==> src/rtl/cdb_arbiter.sv <==
// cdb_arbiter: round-robin arbiter driving the registered Common Data Bus.
// One broadcast per cycle; last winner is masked for one arbitration.
module cdb_arbiter #(
  parameter int N_REQ  = 4,
  parameter int DATA_W = 16,
  parameter int TAG_W  = 3
) (
  input  logic                      Clock,
  input  logic                      Resetn,
  input  logic                      Clear,
  input  logic [N_REQ-1:0]          Req,
  input  logic [N_REQ*DATA_W-1:0]   Req_Data,
  input  logic [N_REQ*TAG_W-1:0]    Req_Tag,
  output logic [N_REQ-1:0]          Grant,
  output logic                      CDB_Valid,
  output logic [DATA_W-1:0]         CDB_Data,
  output logic [TAG_W-1:0]          CDB_Tag,
  output logic                      Conflict
);

  localparam int PW = (N_REQ > 1) ? $clog2(N_REQ) : 1;

  logic [N_REQ-1:0]  grant_q, grant_d;
  logic              valid_q, valid_d;
  logic [DATA_W-1:0] data_q, data_d;
  logic [TAG_W-1:0]  tag_q, tag_d;
  logic              conflict_q, conflict_d;
  logic [PW-1:0]     prio_q, prio_d;

  logic [N_REQ-1:0]  elig;
  logic [PW-1:0]     win;
  logic              found;
  logic              seen1;
  logic              seen2;
  int                idx;

  always_comb begin
    elig  = Req & ~grant_q;
    win   = '0;
    found = 1'b0;
    seen1 = 1'b0;
    seen2 = 1'b0;
    idx   = 0;

    for (int k = 0; k < N_REQ; k++) begin
      if (elig[k]) begin
        if (seen1) seen2 = 1'b1;
        seen1 = 1'b1;
      end
    end

    // Walk from prio_q upward, wrapping, and take the first eligible.
    for (int k = 0; k < N_REQ; k++) begin
      idx = int'(prio_q) + k;
      if (idx >= N_REQ) idx = idx - N_REQ;
      if (!found && elig[idx]) begin
        found = 1'b1;
        win   = PW'(idx);
      end
    end

    grant_d    = '0;
    valid_d    = 1'b0;
    data_d     = data_q;
    tag_d      = tag_q;
    conflict_d = seen2;
    prio_d     = prio_q;

    if (found) begin
      grant_d = N_REQ'(1) << win;
      valid_d = 1'b1;
      data_d  = Req_Data[int'(win)*DATA_W +: DATA_W];
      tag_d   = Req_Tag[int'(win)*TAG_W +: TAG_W];
      if (int'(win) == N_REQ - 1) prio_d = '0;
      else                        prio_d = win + PW'(1);
    end

    if (Clear) begin
      grant_d    = '0;
      valid_d    = 1'b0;
      data_d     = '0;
      tag_d      = '0;
      conflict_d = 1'b0;
      prio_d     = '0;
    end
  end

  always_ff @(posedge Clock or negedge Resetn) begin
    if (!Resetn) begin
      grant_q    <= '0;
      valid_q    <= 1'b0;
      data_q     <= '0;
      tag_q      <= '0;
      conflict_q <= 1'b0;
      prio_q     <= '0;
    end else begin
      grant_q    <= grant_d;
      valid_q    <= valid_d;
      data_q     <= data_d;
      tag_q      <= tag_d;
      conflict_q <= conflict_d;
      prio_q     <= prio_d;
    end
  end

  assign Grant     = grant_q;
  assign CDB_Valid = valid_q;
  assign CDB_Data  = data_q;
  assign CDB_Tag   = tag_q;
  assign Conflict  = conflict_q;

endmodule

==> config.mk <==
export PLATFORM = sky130hd
export DESIGN_NAME = cdb_arbiter
export DESIGN_NICKNAME = d
export VERILOG_FILES = /design/src/rtl/cdb_arbiter.sv
export SDC_FILE = /design/constraint.sdc
export NUM_CORES = 1
export LEC_CHECK = 0
export BUFFER_PORTS_ARGS = -buffer_cell sky130_fd_sc_hd__buf_2
export CELL_PAD_IN_SITES_DETAIL_PLACEMENT = 0
export CELL_PAD_IN_SITES_GLOBAL_PLACEMENT = 1
export CORE_MARGIN = 3
export CORE_UTILIZATION = 36
export DETAILED_ROUTE_END_ITERATION = 16
export PLACE_DENSITY_LB_ADDON = 0.1
export SYNTH_ARGS = -nofsm -noshare
export SYNTH_HDL_FRONTEND = slang
export SYNTH_SLANG_ARGS = --single-unit
==> constraint.sdc <==
create_clock -name Clock -period 2.96 [get_ports Clock]
set_input_delay 0.296 -clock Clock [delete_from_list [all_inputs] [get_ports Clock]]
set_output_delay 0.296 -clock Clock [all_outputs]
set_load 0.005 [all_outputs]
==> flow_metrics.tcl <==
set metrics [dict create \
    cts.htree.levels 1 \
    fmax_ghz 0.4392 \
    leakage_nw 1.344 \
    grt.overflow.total 0 \
    cts-hold-fix-buffers 0 \
    cp-start-kind "flop" \
    run_status "completed" \
    finalCriticalPeriod_ns 2.277 \
    post_drt_via_cell_ratio 5.373 \
    port_buffers 107 \
    worst_ir_drop_vdd_mv 0.3507 \
    final.setup.tns_ns 0 \
    worst_slew_margin_rel_pct 55.40 \
    n_fill_cell 592 \
    post_route_cells_drive_above_1_share_pct 48.73 \
    slowest_stage "o21a_4" \
    pwr-share-comb_pct 61.8 \
    drc 0 \
    netlist_top_cells_count "inv_1, o211ai_1, dfrtp_1" \
    nNetsFinal 399 \
    max_slew.worst_pin.slew_ns 0.6690 \
    number_of_global_route_vias_before_repair 2093 \
    layout_worst_path_cycle_share_pct 76.92 \
    worst_path_dominant_cell_family "compound AO/OA/AOI/OAI gates" \
    antenna_cells_inserted 0 \
    min-delay-path-class "input port to async pin" \
    grt_first_pass_wirelength_microns 10410 \
    mappedNetlistArea_sq_um 2141 \
    switching_share_pct 46.14 \
    setup.worst_path.class "flop to flop" \
    core_ar_sq_um 5642 \
    cp_data_required_time_ns 3.16 \
    synth_ff_type "dfrtp_1" \
    cts.repair_timing.setup_buffer_count 0 \
    drt_iter0_markers 88 \
    synth.most_common_cell "inv_1" \
    synth_seq_cells 27 \
    reg2reg_setup_slack_ns 0.68 \
    power.internal_w 0.001153 \
    cp_max_fo 40 \
    cts_num_sinks 27 \
    detailroute.via_count 2074 \
    synth.avg_cell_area_sq_um 9.820 \
    power.density_cell_area_nw_per_um2 793.7 \
    finalWirelength_microns 6470 \
    worst_path_largest_cell_delay_ns 0.54 \
    synthDominantAreaCellType "dfrtp_1" \
    cp_data_arrival_time_ns 2.48 \
    multi_input_comb_area_sq_um 1150 \
    source_to_sink_clock_delay_at_the_later_pin_of_the_worst_skew_pair_ns 0.28 \
    postCtsResizedCells 0 \
    power_frac_seq_pct 27.9 \
    clk_slew_on_worst_s_h_paths_ns 0.10 \
    setup_violations 0 \
    synth_enable_flop_cells 0 \
    wire_per_inst_microns 16.76 \
    yosysWarnings 0 \
    sequential_cell_area_sq_um 675.6 \
    clockRootBuffer "clkbuf_8" \
    synth.yosys.seq_area_share_pct 31.56 \
    ios 108 \
    timing.critical_path.cells "nor2b_2, o221a_4, o21a_4, inv_1, ha_1, a211oi_1" \
    ys_top_cells_by_area "dfrtp_1, o211ai_1, a32o_1, inv_1, o221ai_2" \
    grt_setup_unrepaired "false" \
    synthDominantCellAreaShare_pct 31.56 \
    post_synth_inst_count 218 \
    yosys.cell_types.count 38 \
    slew_violations 0 \
    residual_antenna_violating_net_count_after_detailed_routing 0 \
    report.final.hold_viol_count 0 \
    switching_power_w 0.0009874 \
    cts_buffer_depth 2 \
    endpoint_kind "flop" \
    max_cap_violations 0 \
    share_clk_of_total_power_pct 10.3 \
    die_x_microns 83.12 \
    cts_tree "done" \
    drt_first_pass_iters 4 \
    fin_total_pwr_w 0.002140 \
    postSynth.asyncResetShare_pct 100.0 \
    grt_antenna_before_repair 0 \
    floorplan.die_area_sq_um 6908 \
    grt_max_degree 41 \
    die_h_microns 83.12 \
    syn-num-nets 302 \
    place.detailed.hpwl_microns 4684 \
    numCtsBuffers 3 \
    gpl.final_weighted_congestion 0.7997 \
    initial_core_util_pct 37.95 \
    flow.area_growth_from_synthesis_pct 25.95 \
    fin_worst_skew_ns 0.007713 \
    gr-usage-all-layers_pct 18.08 \
    rows 27 \
    critPathBufInv 1 \
]
layout by cell type, fill, tap and decap left out, types with 6 or more instances in the layout:
cell type,instances
dfrtp_1,27
buf_2,107
o211ai_1,28
o221ai_1,9
nand2_1,20
o211ai_2,10
a32o_1,19
inv_1,40
buf_4,6
o221ai_2,10
cell type report:
type | count | share of cell area (%)
inverters | 41 | 5.708
flip-flops and latches | 27 | 25.06
repair buffers | 113 | 21.53
clock inverters | 1 | 0.1856
multi-input cells | 129 | 42.64
well taps | 72 | 3.341
clock buffers | 3 | 1.531
worst paths after layout:
kind | startpoint | to | depth (start not counted)
max in group asynchronous | Resetn | CDB_Data[10] | 1
max | Grant[1] | prio_q[1] | 6
max reg2reg | Grant[1] | prio_q[1] | 6
min in group Clock | Clear | prio_q[1] | 2
min | Resetn | Conflict | 1
min reg2reg | CDB_Data[3] | CDB_Data[3] | 1
through the flow:
stage	hold slack (ns)	cells	utilization, %	worst slack [ns]	instance area [sq um]
2_1_floorplan	0.0004090	218	-	1.209	2141
3_3_place_gp	0.3628	382	46.97	0.6871	2650
3_5_place_dp	0.3654	382	46.97	0.6671	2650
4_1_cts	0.04590	386	47.79	0.6608	2696
5_1_grt	0.08048	386	47.79	0.5009	2696
6_report	0.03307	386	47.79	0.6832	2696
cell families (layout without fill, tap and decap cells):
kind of cell	count (synthesis)	after routing	synth area share (%)
compound gates	88	88	41.85
buf+inv	62	158	15.14
fa+ha+maj	1	1	0.5844
simple gates	40	40	10.87
flops	27	27	31.56
flip-flops by register name, indices dropped and copies added (netlist names):
register and count:
CDB_Tag 3, CDB_Valid 1, CDB_Data 16, Grant 4
Conflict 1, prio_q 2
power groups by stage:
stage	registers [W]	logic, W	clock network (W)
CTS	0.000597	0.00134	0.000234
finish	0.000597	0.00132	0.000221
detailed placement	0.000604	0.00133	0
floorplan	0.000604	0.00106	0
global placement	0.000605	0.00132	0
global route	0.000614	0.00144	0.000249
layer usage:
layer  GRT usage, %  routed length [microns]  share of wire [%]  vias to the layer above
met2          30.17                     3073                 47                       77
met5              0                        0                  0                        -
li1               -                        -                  -                     1016
met1          24.01                     2984                 46                      977
met3          4.167                      382                5.9                        4
met4          3.418                       29               0.45                        0
(Power assumes the default switching activity.)
